File: config.mk
export PLATFORM = sky130hd
export DESIGN_NAME = fft_frame_buffer_flat
export DESIGN_NICKNAME = d
export VERILOG_FILES = /design/src/rtl/fft_pkg.sv /design/src/rtl/fft_frame_buffer_if.sv /design/src/rtl/fft_sample_bank.sv /design/src/rtl/fft_frame_buffer.sv /design/src/flat_wrapper.sv
export SDC_FILE = /design/constraint.sdc
export NUM_CORES = 1
export LEC_CHECK = 0
export CAP_MARGIN = 30
export CORE_MARGIN = 2
export CORE_UTILIZATION = 55
export DETAILED_ROUTE_END_ITERATION = 16
export GPL_TIMING_DRIVEN = 1
export PLACE_DENSITY = 0.76
export SLEW_MARGIN = 40
export SYNTH_ARGS = -nofsm -noshare
export SYNTH_HDL_FRONTEND = slang
export SYNTH_HIERARCHICAL = 1
export SYNTH_SLANG_ARGS = --single-unit
File: constraint.sdc
create_clock -name clock -period 2.6 [get_ports clock]
set_input_delay 0.26 -clock clock [delete_from_list [all_inputs] [get_ports clock]]
set_output_delay 0.26 -clock clock [all_outputs]
set_load 0.01 [all_outputs]
File: src/rtl/fft_pkg.sv
// Shared definitions for the FFT frame buffer and the FFT core it feeds:
// default frame geometry, control FSM encoding and the packed complex word.
package fft_pkg;

  localparam int WIDTH = 36;
  localparam int N     = 16;
  localparam int HALF  = WIDTH / 2;

  typedef enum logic [1:0] {
    ST_IDLE  = 2'd0,
    ST_START = 2'd1,
    ST_BUSY  = 2'd2
  } fft_state_e;

  // Real part in the upper half, imaginary part in the lower half.
  typedef struct packed {
    logic signed [HALF-1:0] re;
    logic signed [HALF-1:0] im;
  } cplx_t;

endpackage

File: src/rtl/fft_frame_buffer_if.sv
// Sample stream in, frame and start/done pulse pair towards the FFT core.
interface fft_frame_buffer_if #(
  parameter int WIDTH = 36,
  parameter int N     = 16
);

  // sample_valid is a one-cycle strobe with no ready: the buffer never stalls
  // the source and drops a sample when its target bank is full. fft_start and
  // fft_done are single-cycle pulses bracketing one FFT run on frame_out.
  logic signed [WIDTH/2-1:0]  sample_in;
  logic                       sample_valid;
  logic                       fft_done;
  logic [N-1:0][WIDTH-1:0]    frame_out;
  logic                       fft_start;
  logic                       fft_busy;

  modport master (
    output sample_in, sample_valid, fft_done,
    input  frame_out, fft_start, fft_busy
  );

  modport slave (
    input  sample_in, sample_valid, fft_done,
    output frame_out, fft_start, fft_busy
  );

endinterface

File: src/rtl/fft_sample_bank.sv
// N-entry register bank: one indexed write port, whole bank visible in parallel.
module fft_sample_bank #(
  parameter int WIDTH = 36,
  parameter int N     = 16,
  localparam int IDX_W = (N > 1) ? $clog2(N) : 1
) (
  input  logic                    clock,
  input  logic                    reset,
  input  logic                    wr_en,
  input  logic [IDX_W-1:0]        wr_idx,
  input  logic [WIDTH-1:0]        wr_data,
  output logic [N-1:0][WIDTH-1:0] rd_data
);

  logic [N-1:0][WIDTH-1:0] mem;

  always_ff @(posedge clock) begin
    if (reset) begin
      mem <= '0;
    end else if (wr_en) begin
      mem[wr_idx] <= wr_data;
    end
  end

  assign rd_data = mem;

endmodule

File: src/rtl/fft_frame_buffer.sv
// Ping-pong frame buffer: fills one bank with real samples while the FFT core
// reads the other, and hands full banks over with a start/done pulse pair.
module fft_frame_buffer #(
  parameter int WIDTH = 36,
  parameter int N     = 16
) (
  input  logic                 clock,
  input  logic                 reset,
  fft_frame_buffer_if.slave    bus,
  output logic                 overflow,
  output logic [7:0]           drop_count,
  output fft_pkg::fft_state_e  fsm_state
);

  import fft_pkg::*;

  localparam int HALF  = WIDTH / 2;
  localparam int IDX_W = (N > 1) ? $clog2(N) : 1;
  localparam logic [IDX_W-1:0] LAST_IDX = IDX_W'(N - 1);

  fft_state_e              state_q, state_d;
  logic [IDX_W-1:0]        wr_idx;
  logic                    wr_bank, rd_bank;
  logic [1:0]              full, full_d;
  logic                    accept, drop, frame_done, done_ok, launch, launch_bank;
  logic [WIDTH-1:0]        wr_data;
  logic [N-1:0][WIDTH-1:0] bank0_data, bank1_data;

  // The bank under FFT stays full until fft_done, so it can never be targeted.
  assign accept      = bus.sample_valid & ~full[wr_bank];
  assign drop        = bus.sample_valid &  full[wr_bank];
  assign frame_done  = accept && (wr_idx == LAST_IDX);
  assign done_ok     = (state_q == ST_BUSY) && bus.fft_done;
  assign launch      = (state_q == ST_IDLE) && (full != 2'b00);
  // With both full, wr_bank has wrapped back onto the older bank.
  assign launch_bank = (full == 2'b11) ? wr_bank : full[1];
  assign wr_data     = {bus.sample_in, {(WIDTH-HALF){1'b0}}};

  fft_sample_bank #(.WIDTH(WIDTH), .N(N)) u_bank0 (
    .clock   (clock),
    .reset   (reset),
    .wr_en   (accept & ~wr_bank),
    .wr_idx  (wr_idx),
    .wr_data (wr_data),
    .rd_data (bank0_data)
  );

  fft_sample_bank #(.WIDTH(WIDTH), .N(N)) u_bank1 (
    .clock   (clock),
    .reset   (reset),
    .wr_en   (accept & wr_bank),
    .wr_idx  (wr_idx),
    .wr_data (wr_data),
    .rd_data (bank1_data)
  );

  assign bus.frame_out = rd_bank ? bank1_data : bank0_data;

  always_ff @(posedge clock) begin
    if (reset) begin
      state_q <= ST_IDLE;
    end else begin
      state_q <= state_d;
    end
  end

  always_comb begin
    state_d = state_q;
    unique case (state_q)
      ST_IDLE:  if (full != 2'b00) state_d = ST_START;
      ST_START: state_d = ST_BUSY;
      ST_BUSY:  if (bus.fft_done) state_d = ST_IDLE;
      default:  state_d = ST_IDLE;
    endcase
  end

  always_comb begin
    bus.fft_start = (state_q == ST_START);
    bus.fft_busy  = (state_q != ST_IDLE);
    fsm_state     = state_q;
  end

  // Clearing the read bank and filling the other can coincide on one edge.
  always_comb begin
    full_d = full;
    if (done_ok)    full_d[rd_bank] = 1'b0;
    if (frame_done) full_d[wr_bank] = 1'b1;
  end

  always_ff @(posedge clock) begin
    if (reset) begin
      wr_idx     <= '0;
      wr_bank    <= 1'b0;
      rd_bank    <= 1'b0;
      full       <= 2'b00;
      overflow   <= 1'b0;
      drop_count <= 8'd0;
    end else begin
      full <= full_d;
      if (accept) begin
        if (wr_idx == LAST_IDX) begin
          wr_idx  <= '0;
          wr_bank <= ~wr_bank;
        end else begin
          wr_idx <= wr_idx + 1'b1;
        end
      end
      if (launch) rd_bank <= launch_bank;
      if (drop) begin
        overflow <= 1'b1;
        if (drop_count != 8'hFF) drop_count <= drop_count + 8'd1;
      end
    end
  end

endmodule

File: src/flat_wrapper.sv
// flat-port wrapper written by rule: the top's interface ports become plain ports
module fft_frame_buffer_flat import fft_pkg::*;
#(
  parameter int WIDTH = 36,
  parameter int N     = 16
)
  (clock, reset, overflow, drop_count, fsm_state, bus_sample_in, bus_sample_valid, bus_fft_done, bus_frame_out, bus_fft_start, bus_fft_busy);
  fft_frame_buffer_if #(.WIDTH(WIDTH), .N(N)) bus_i ();
  input  logic clock;
  input  logic reset;
  output logic overflow;
  output logic [7:0] drop_count;
  output fft_pkg::fft_state_e fsm_state;
  input wire logic [$bits(bus_i.sample_in)-1:0] bus_sample_in;
  input wire logic [$bits(bus_i.sample_valid)-1:0] bus_sample_valid;
  input wire logic [$bits(bus_i.fft_done)-1:0] bus_fft_done;
  output wire logic [$bits(bus_i.frame_out)-1:0] bus_frame_out;
  output wire logic [$bits(bus_i.fft_start)-1:0] bus_fft_start;
  output wire logic [$bits(bus_i.fft_busy)-1:0] bus_fft_busy;
  assign bus_i.sample_in = bus_sample_in;
  assign bus_i.sample_valid = bus_sample_valid;
  assign bus_i.fft_done = bus_fft_done;
  assign bus_frame_out = bus_i.frame_out;
  assign bus_fft_start = bus_i.fft_start;
  assign bus_fft_busy = bus_i.fft_busy;
  fft_frame_buffer #(.WIDTH(WIDTH), .N(N)) u_core (.clock(clock), .reset(reset), .bus(bus_i), .overflow(overflow), .drop_count(drop_count), .fsm_state(fsm_state));
endmodule
==> qor.yml, run 1 <==
synth_top_area_share_pct: 44.6
drt_wl_total_mm: 169
p_total_uw: 37800
port_buffers: 610
cpPeakStageDelay_ns: 0.48
synth.most_common_cell: "nand2b_1"
p_sw_uw: 8670
clock.fmax_ghz: 0.359
swShare_pct: 22.9
synthAdderAreaFrac_pct: 0.0476
drc_errors: 0
htree_levels: 3
ys_top_cells_by_area: "dfxtp_1, mux2i_1, nand2b_1"
cts_buffer_depth: 3
worst_path_most_repeated_cell: "buf_16"
die_h_um: 313
synth_area_um2: 52500
final_net_count: 5238
crit_arrival_ns: 2.52
final-seq-area_um2: 23400
p_int_uw: 29200
synth_common_cells: "nand2b_1, dfxtp_1, mux2i_1"
max_slew_margin_pct: -5.50
cp_slowest_cell: "clkdlybuf4s50_1"
grt_max_degree: 191
path_max_fanout: 43
drt_iter0_markers: 2757
cts_root_buf: "clkbuf_16"
hold_depth: 4
finalHoldViolations: 0
async_flop_share_pct: 0
design_area_um2: 65300
ys_types: 49
power_frac_comb_pct: 5.2
drtPass1Iterations: 5
num_io_pins: 611
stdcell_count: 6579
min_period_ns: 2.78
ant_nets: 0
vias: 36342
drv_cap: 0
synth_seq_area_share_pct: 44.6
cp-start-kind: "flop"
drive_gt1_share_pct: 19.2
power_density_nw_per_um2: 580
yosys_most_used_dff: "dfxtp_1"
timing.critical_path.from: "u_core/rd_bank"
rows: 113
status: "finished, violations left"
finClkSkew_ns: 0.0185
synth-edff-count: 0
setup_viol: 194
synth_xor_area_share_pct: 0.0500
hp-start: "bus_fft_done"
grt_pass1_vias: 36268
hold_path_class: "primary input to flop"
synth_top_cell_by_area: "dfxtp_1"
avgSynthCellArea_um2: 11.1
cp_cell_sequence: "buf_16 -> buf_16 -> mux2_2 -> clkdlybuf4s50_1"
crit_type: "flop to output pin"
vdd_ir_drop_max_uv: 537
cts_buffers: 120
rsz0062_at_grt: "yes"
yosysWarnings: 6
place_inst: 6303
cts.sinks: 1171
synth-compound-area-share_pct: 0.298
ys_ff_latch: 1171
p_seq_share_pct: 47.8
cp.required_ns: 2.34
clk_latency_ns: 0.69
dieArea_um2: 98000
fillers: 7171
synth_top_family_by_area: "multiplexers"
gr-total-overflow: 0
multi_input_area_um2: 26800
maxSlewViolCount: 51
r2r_start: "u_core/wr_bank"
dp_hpwl_mm: 105
synth-simple-area-share_pct: 15.9
viasPerCell: 5.52
wl_per_cell_um: 25.7
routabilityCongestion: 0.806
min_period_over_period_pct: 107
crit_path_end_kind: "output pin"
core_area_um2: 94900
synth_mux_area_share_pct: 34.3
antenna_found_initial: 7
placed_area_um2: 59700
tightest_slew_ns: 1.58
start_util_pct: 55.4
die_width_um: 313
fin_ws_ns: -0.184
dp_slack_ns: 0.105
syn_to_final_growth_pct: 24.3
leakage_uw: 0.0370
violations: "max-slew violations, negative setup slack"
grt_first_pass_wirelength_mm: 242
r2r_cells: 8
cts_tree: "yes"
utilization_pct: 68.8
track_usage_pct: 32.8
syn_inst: 4719
clockPowerShare_pct: 47.0
cts.clk_slew.worst_paths_ns: 0.06
==> worst paths after layout <==
check | slack, ns | end
min | 0.27 | u_core/fsm_state[1]
max reg2reg | 0.30 | u_core/u_bank0/rd_data[129]
min reg2reg | 0.47 | u_core/u_bank0/rd_data[70]
max | -0.18 | bus_frame_out[220]
==> cells by family after synthesis <==
logic type | count (synthesis)
other | 1
buffers and inverters | 469
XOR/XNOR | 3
multiplexers | 1729
flip-flops | 1171
AND/OR/NAND/NOR | 1320
AO/OA/AOI/OAI | 24
adder cells (fa/ha/maj) | 2
==> metal layers <==
layer / track usage (%) / vias to the layer above / part of all wire [%]
li1: - / 16759 / -
met1: 45.9 / 18212 / 45
met2: 52.5 / 1150 / 46
met3: 4.70 / 219 / 6.0
met4: 10.2 / 2 / 2.9
met5: 0 / - / 0.0065
==> flip-flops by register name, summed over array words and instances (netlist names) <==
register and flops:
u_core/u_bank0/rd_data 576, u_core/u_bank1/rd_data 576, u_core/drop_count 8, u_core/wr_idx 4, u_core/fsm_state 2, u_core/full 2
u_core/overflow 1, u_core/rd_bank 1, u_core/wr_bank 1
==> power groups by stage <==
stage	Combinational, uW	Clock [uW]	Sequential [uW]
final	1980	17800	18100
after global routing	2030	18700	18100
after CTS	1760	17900	18100
after detailed placement	1770	0	18500
after global placement	1770	0	18500
after floorplan	1140	0	18500
==> critical path: cells and delay by family, from the launching register on <==
family | cells | cell delay, ns
muxes | 1 | 0.41
buffers and inverters | 3 | 0.97
DFF | 1 | 0.41
==> cell type report <==
type                            count  area share, %
Clock inverter                     36          0.680
Sequential cell                  1171           35.9
Antenna cell                        1        0.00383
Timing Repair Buffer              803           14.3
Tap cell                         1265           2.42
Clock buffer                      185           5.57
Inverter                            4         0.0230
Multi-Input combinational cell   3114           41.0
==> placed cells by master, fill, tap and decap left out, types with 15 or more instances in the layout <==
master,count
mux2i_1,1152
clkdlybuf4s50_1,195
clkbuf_1,27
clkinv_2,18
nor2_1,15
buf_12,56
buf_4,102
dfxtp_1,1170
clkbuf_16,128
mux2_2,565
dlygate4sd2_1,99
clkbuf_8,37
dlymetal6s2s_1,288
buf_16,19
conb_1,36
nand2b_1,1225
nand2_4,17
==> repair_timing <==
item / CTS / global route
gates resized for setup: 165 / 332
setup buffers: 11 / 28
hold buffers: 1 / 0
hold endpoints to repair: 1 / 0
endpoints found under the setup margin: 520 / 531
cloned: 7 / 7
==> stage by stage <==
step                      setup TNS, ns  hold slack (ns)
after floorplan                       0            0.445
after global placement                0            0.453
after detailed placement              0            0.459
after CTS                        -67.11            0.246
after global routing             -28.87            0.294
final                            -18.05            0.274
(Power assumes the default switching activity.)
==> run 2: changes to the inputs <==
--- a/config.mk
+++ b/config.mk
@@ -6,9 +6,11 @@
 export NUM_CORES = 1
 export LEC_CHECK = 0
 export CAP_MARGIN = 30
+export CORE_ASPECT_RATIO = 0.9
 export CORE_MARGIN = 2
 export CORE_UTILIZATION = 55
 export DETAILED_ROUTE_END_ITERATION = 16
+export GPL_ROUTABILITY_DRIVEN = 0
 export GPL_TIMING_DRIVEN = 1
 export PLACE_DENSITY = 0.76
 export SLEW_MARGIN = 40
==> qor.yml, run 2 (synthesis gave the netlist of run 1 again) <==
maxSlewViolCount: 0  # -100%
status: "finished, violations left"
die_width_um: 330  # +5.3%
finClkSkew_ns: 0.0163  # -0.00220 ns
hold_path_class: "primary input to flop"
drive_gt1_share_pct: 21.7  # +2.6 points
grt_first_pass_wirelength_mm: 237  # -2.4%
num_io_pins: 611  # unchanged
stdcell_count: 6571  # -0.12%
ant_nets: 0  # unchanged
dp_hpwl_mm: 101  # -3.6%
antenna_found_initial: 5  # -2
p_total_uw: 37000  # -2.4%
leakage_uw: 0.0357  # -3.4%
core_area_um2: 94700  # -0.23%
clock.fmax_ghz: 0.380  # +5.7%
path_max_fanout: 25  # -42%
utilization_pct: 68.1  # -0.77 points
crit_type: "flop to output pin"
min_period_over_period_pct: 101  # -5.8 points
fin_ws_ns: -0.0328  # +0.151 ns
cts.clk_slew.worst_paths_ns: 0.06  # about the same
vdd_ir_drop_max_uv: 511  # -4.9%
setup_viol: 10  # -95%
drtPass1Iterations: 5  # unchanged
dieArea_um2: 98000  # about the same
drv_cap: 0  # unchanged
violations: "negative setup slack"
grt_pass1_vias: 36503  # +0.65%
htree_levels: 3  # unchanged
cts_buffer_depth: 3  # unchanged
drt_iter0_markers: 2364  # -14%
start_util_pct: 55.5  # +0.13 points
final_common_cell: "nand2b_1"
clk_latency_ns: 0.70  # about the same
crit_path_end_kind: "output pin"
final_net_count: 5246  # +0.15%
wl_per_cell_um: 24.5  # -4.5%
viasPerCell: 5.47  # -0.99%
syn_to_final_growth_pct: 22.6
place_inst: 6290  # -0.21%
min_period_ns: 2.63  # -0.151 ns
die_h_um: 297  # -5.1%
r2r_setup_slack_ns: 0.41  # +0.11 ns
max_slew_margin_pct: 16.4  # +22 points
crit_arrival_ns: 2.37  # -0.15 ns
cts_root_buf: "clkbuf_16"
port_buffers: 610  # unchanged
final_cell_mix: "nand2b_1, dfxtp_1, mux2i_1"
cp_cell_sequence: "buf_6 -> buf_12 -> buf_4 -> buf_16 -> mux2_2 -> dlygate4sd2_1"
vias: 35937  # -1.1%
finalHoldViolations: 0  # unchanged
cts_buffers: 114  # -5.0%
cp_slowest_cell: "mux2_2"
cpPeakStageDelay_ns: 0.40  # -0.08 ns
cts_tree: "yes"
rows: 107  # -5.3%
cp-start-kind: "flop"
tightest_slew_ns: 1.25  # -0.328 ns
gr-total-overflow: 0  # unchanged
cp.required_ns: 2.34  # about the same
drt_wl_total_mm: 161  # -4.6%
cts.sinks: 1171  # unchanged
power_density_nw_per_um2: 574  # -1.0%
track_usage_pct: 31.8  # -1.0 points
rsz0062_at_grt: "yes"
drc_errors: 0  # unchanged
grt_max_degree: 218  # +14%
## run 2: cell types whose count changed in the layout (fill, tap and decap cells not counted), sizes merged, moves of 4 or more
cell,delta
dlymetal6s2s,-118
clkinvlp,+4
dlygate4sd2,+141
clkbuf,+63
clkdlybuf4s15,+9
clkdlybuf4s50,-161
buf,+60
clkinv,+4
## run 2: final timing paths
kind,depth (start not counted),endpoint,startpoint
setup / recovery,6,bus_frame_out[384],u_core/rd_bank
hold reg to reg,2,u_core/u_bank1/rd_data[351],u_core/u_bank1/rd_data[351]
setup reg to reg,5,u_core/u_bank1/rd_data[488],u_core/wr_idx[1]
hold / removal,3,u_core/u_bank1/rd_data[524],bus_sample_in[2]
## run 2: area by class of cell
class | count | area [um2]
inverter | 4 | 15.0
clock buffer | 167 | 3320
antenna | 1 | 2.50
clock inverter | 44 | 510
sequential | 1171 | 23400
multi-input combinational | 3114 | 26900
tap | 1253 | 1570
timing repair buffer | 817 | 8610
fill | 7192 | 30200
## run 2: power breakdown
group	total, uW	internal [uW]	leakage [uW]	switching, uW
clock network	17000	9760	0.00188	7260
registers	18100	18000	0.00944	51.6
logic	1850	734	0.0244	1120
## run 2: metal layers
layer  global-route usage, %  part of all wire, %  vias up  wire length [um]
met5                       0               0.0050        -                 8
met4                    11.6                  3.9        2              6230
met3                    4.69                  4.9      259              7960
met2                    54.0                   48      974             77900
met1                    40.8                   43    17924             69000
li1                        -                    -    16778                 -
## run 2: per-stage QoR
step	hold WS [ns]	setup WS (ns)	setup TNS [ns]	instance area, um2
floorplan	0.445	0.508	0	52700
global route	0.271	-0.0749	-0.708	64400
detailed placement	0.457	0.308	0	59700
finish	0.225	-0.0328	-0.181	64400
global placement	0.454	0.329	0	59700
CTS	0.214	-0.154	-18.71	64200
## run 2: critical path, delay by kind of cell (launching register included)
kind	cells	cell delay [ns]
buffers and inverters	5	0.89
DFF	1	0.37
muxes	1	0.40
## run 2: timing repair
| item | 4_1_cts | 5_1_grt |
|---|---|---|
| endpoints found under the setup margin | 559 | 307 |
| hold endpoints to repair | 2 | 0 |
| setup buffers | 33 | 14 |
| resized for setup | 632 | 396 |
| hold buffers | 1 | 0 |
| pin swaps | 0 | 0 |
| gates cloned | 21 | 4 |
==> run 3: changes to the inputs <==
--- a/config.mk
+++ b/config.mk
@@ -6,14 +6,16 @@
 export NUM_CORES = 1
 export LEC_CHECK = 0
 export CAP_MARGIN = 30
+export CELL_PAD_IN_SITES_DETAIL_PLACEMENT = 1
+export CELL_PAD_IN_SITES_GLOBAL_PLACEMENT = 1
 export CORE_ASPECT_RATIO = 0.9
 export CORE_MARGIN = 2
-export CORE_UTILIZATION = 55
+export CORE_UTILIZATION = 46
+export CTS_CLUSTER_DIAMETER = 40
 export DETAILED_ROUTE_END_ITERATION = 16
 export GPL_ROUTABILITY_DRIVEN = 0
 export GPL_TIMING_DRIVEN = 1
-export PLACE_DENSITY = 0.76
-export SLEW_MARGIN = 40
+export PLACE_DENSITY = 0.79
 export SYNTH_ARGS = -nofsm -noshare
 export SYNTH_HDL_FRONTEND = slang
 export SYNTH_HIERARCHICAL = 1
==> qor.yml, run 3 (synthesis gave the netlist of run 1 again) <==
hold_path_class: "primary input to flop"
fillers: 11411  # +59%
final_common_cell: "nand2b_1"
cp-start-kind: "flop"
swShare_pct: 23.6  # +0.76 points
p_seq_share_pct: 43.0  # -5.9 points
core_area_um2: 113000  # +20%
multi_input_area_um2: 27100  # +0.42%
tightest_slew_ns: 1.69  # +0.438 ns
cts.clk_slew.worst_paths_ns: 0.05  # about the same
track_usage_pct: 30.1  # -1.7 points
cts_tree: "yes"
cts_root_buf: "clkbuf_16"
final_net_count: 5347  # +1.9%
cts.sinks: 1171  # unchanged
maxSlewViolCount: 152  # +152
postCtsHoldBufs: 0  # -1
drtPass1Iterations: 5  # unchanged
dp_hpwl_mm: 115  # +14%
wl_per_cell_um: 27.0  # +10%
grt_first_pass_wirelength_mm: 265  # +12%
rows: 117  # +9.3%
violations: "max-slew violations, negative setup slack"
tns_ns: -8.72  # -8.54 ns
power_frac_comb_pct: 4.7  # -0.3 points
power_density_nw_per_um2: 619  # +8.0%
start_util_pct: 46.4  # -9.1 points
syn_to_final_growth_pct: 29.5
die_h_um: 325  # +9.2%
grt_pass1_vias: 39838  # +9.1%
dp_slack_ns: 0.158  # -0.151 ns
status: "finished, violations left"
clk_latency_ns: 0.77  # +0.07 ns
drt_iter0_markers: 2057  # -13%
viasPerCell: 5.40  # -1.2%
cts_buffers: 156  # +37%
drive_gt1_share_pct: 22.7  # +0.96 points
crit_arrival_ns: 2.57  # +0.20 ns
gr-total-overflow: 0  # unchanged
path_max_fanout: 26  # +4.0%
min_period_over_period_pct: 109  # +7.8 points
drt_wl_total_mm: 187  # +16%
antenna_found_initial: 6  # +1
min_period_ns: 2.83  # +0.202 ns
finClkSkew_ns: 0.0264  # +0.0101 ns
fin_ws_ns: -0.234  # -0.202 ns
p_sw_uw: 9930  # +18%
p_int_uw: 32200  # +13%
hold-worst-slack_ns: 0.117  # -0.109 ns
num_io_pins: 611  # unchanged
cts_buffer_depth: 3  # unchanged
finalHoldViolations: 0  # unchanged
final-seq-area_um2: 23400  # unchanged
rsz0062_at_grt: "yes"
vdd_ir_drop_max_uv: 608  # +19%
dieArea_um2: 117000  # +19%
grt_max_degree: 101  # -54%
htree_levels: 4  # +1
drv_cap: 0  # unchanged
cp.required_ns: 2.34  # about the same
crit_type: "flop to output pin"
die_width_um: 360  # +9.2%
clockPowerShare_pct: 52.3  # +6.3 points
max_slew_margin_pct: -12.8  # -29 points
drc_errors: 0  # unchanged
leakage_uw: 0.0404  # +13%
clock.fmax_ghz: 0.353  # -7.1%
vias: 37483  # +4.3%
ant_nets: 0  # unchanged
setup_viol: 141  # +131
port_buffers: 610  # unchanged
crit_path_end_kind: "output pin"
final_cell_mix: "nand2b_1, dfxtp_1, mux2i_1"
[run 3: worst paths after layout]
kind	from	end	slack, ns	depth (start not counted)
max	u_core/rd_bank	bus_frame_out[94]	-0.23	5
min	reset	u_core/u_bank1/rd_data[415]	0.12	3
max reg2reg	u_core/wr_bank	u_core/u_bank0/rd_data[141]	0.25	8
min reg2reg	u_core/u_bank1/rd_data[62]	u_core/u_bank1/rd_data[62]	0.47	2
[run 3: area by class of cell]
cell class,count,share of cell area (%)
Multi-Input combinational cell,3114,39.8
Sequential cell,1171,34.5
Timing Repair Buffer,876,15.2
Clock buffer,192,6.22
Tap cell,1487,2.73
Clock inverter,91,1.59
Inverter,4,0.0221
Antenna cell,1,0.00368
[run 3: layer usage]
metal,vias to the layer above,routed length (um),GRT usage (%)
met4,0,8040,12.6
met3,347,7440,4.69
met5,-,0,0
li1,17040,-,-
met2,951,93700,52.9
met1,19145,78100,36.3
[run 3: timing repair]
action	4_1_cts	5_1_grt
pin swaps	0	0
gates cloned	9	22
endpoints found under the setup margin	565	566
resized for setup	202	673
buffers inserted	11	72
[run 3: stage by stage]
step / cell area (um2) / util [%] / power (uW) / cells
2_1_floorplan: 52700 / - / 19600 / 4754
3_3_place_gp: 60200 / 53.2 / 20300 / 6540
3_5_place_dp: 60200 / 53.2 / 20300 / 6540
4_1_cts: 65900 / 58.3 / 42200 / 6843
5_1_grt: 68000 / 60.1 / 43200 / 6935
6_report: 68000 / 60.1 / 42100 / 6936
[run 3: critical path: stages, from the launching register on]
cell             delay, ns
dfxtp_4               0.37
buf_4                 0.15
buf_12                0.17
buf_16                0.20
mux2_2                0.42
clkdlybuf4s50_1       0.49
[run 3: power groups by stage]
stage          sequential (uW)  clock [uW]  combinational (uW)
2_1_floorplan            18500           0                1140
3_3_place_gp             18500           0                1770
3_5_place_dp             18500           0                1780
4_1_cts                  18100       22300                1780
5_1_grt                  18100       23100                2030
6_report                 18100       22100                1980
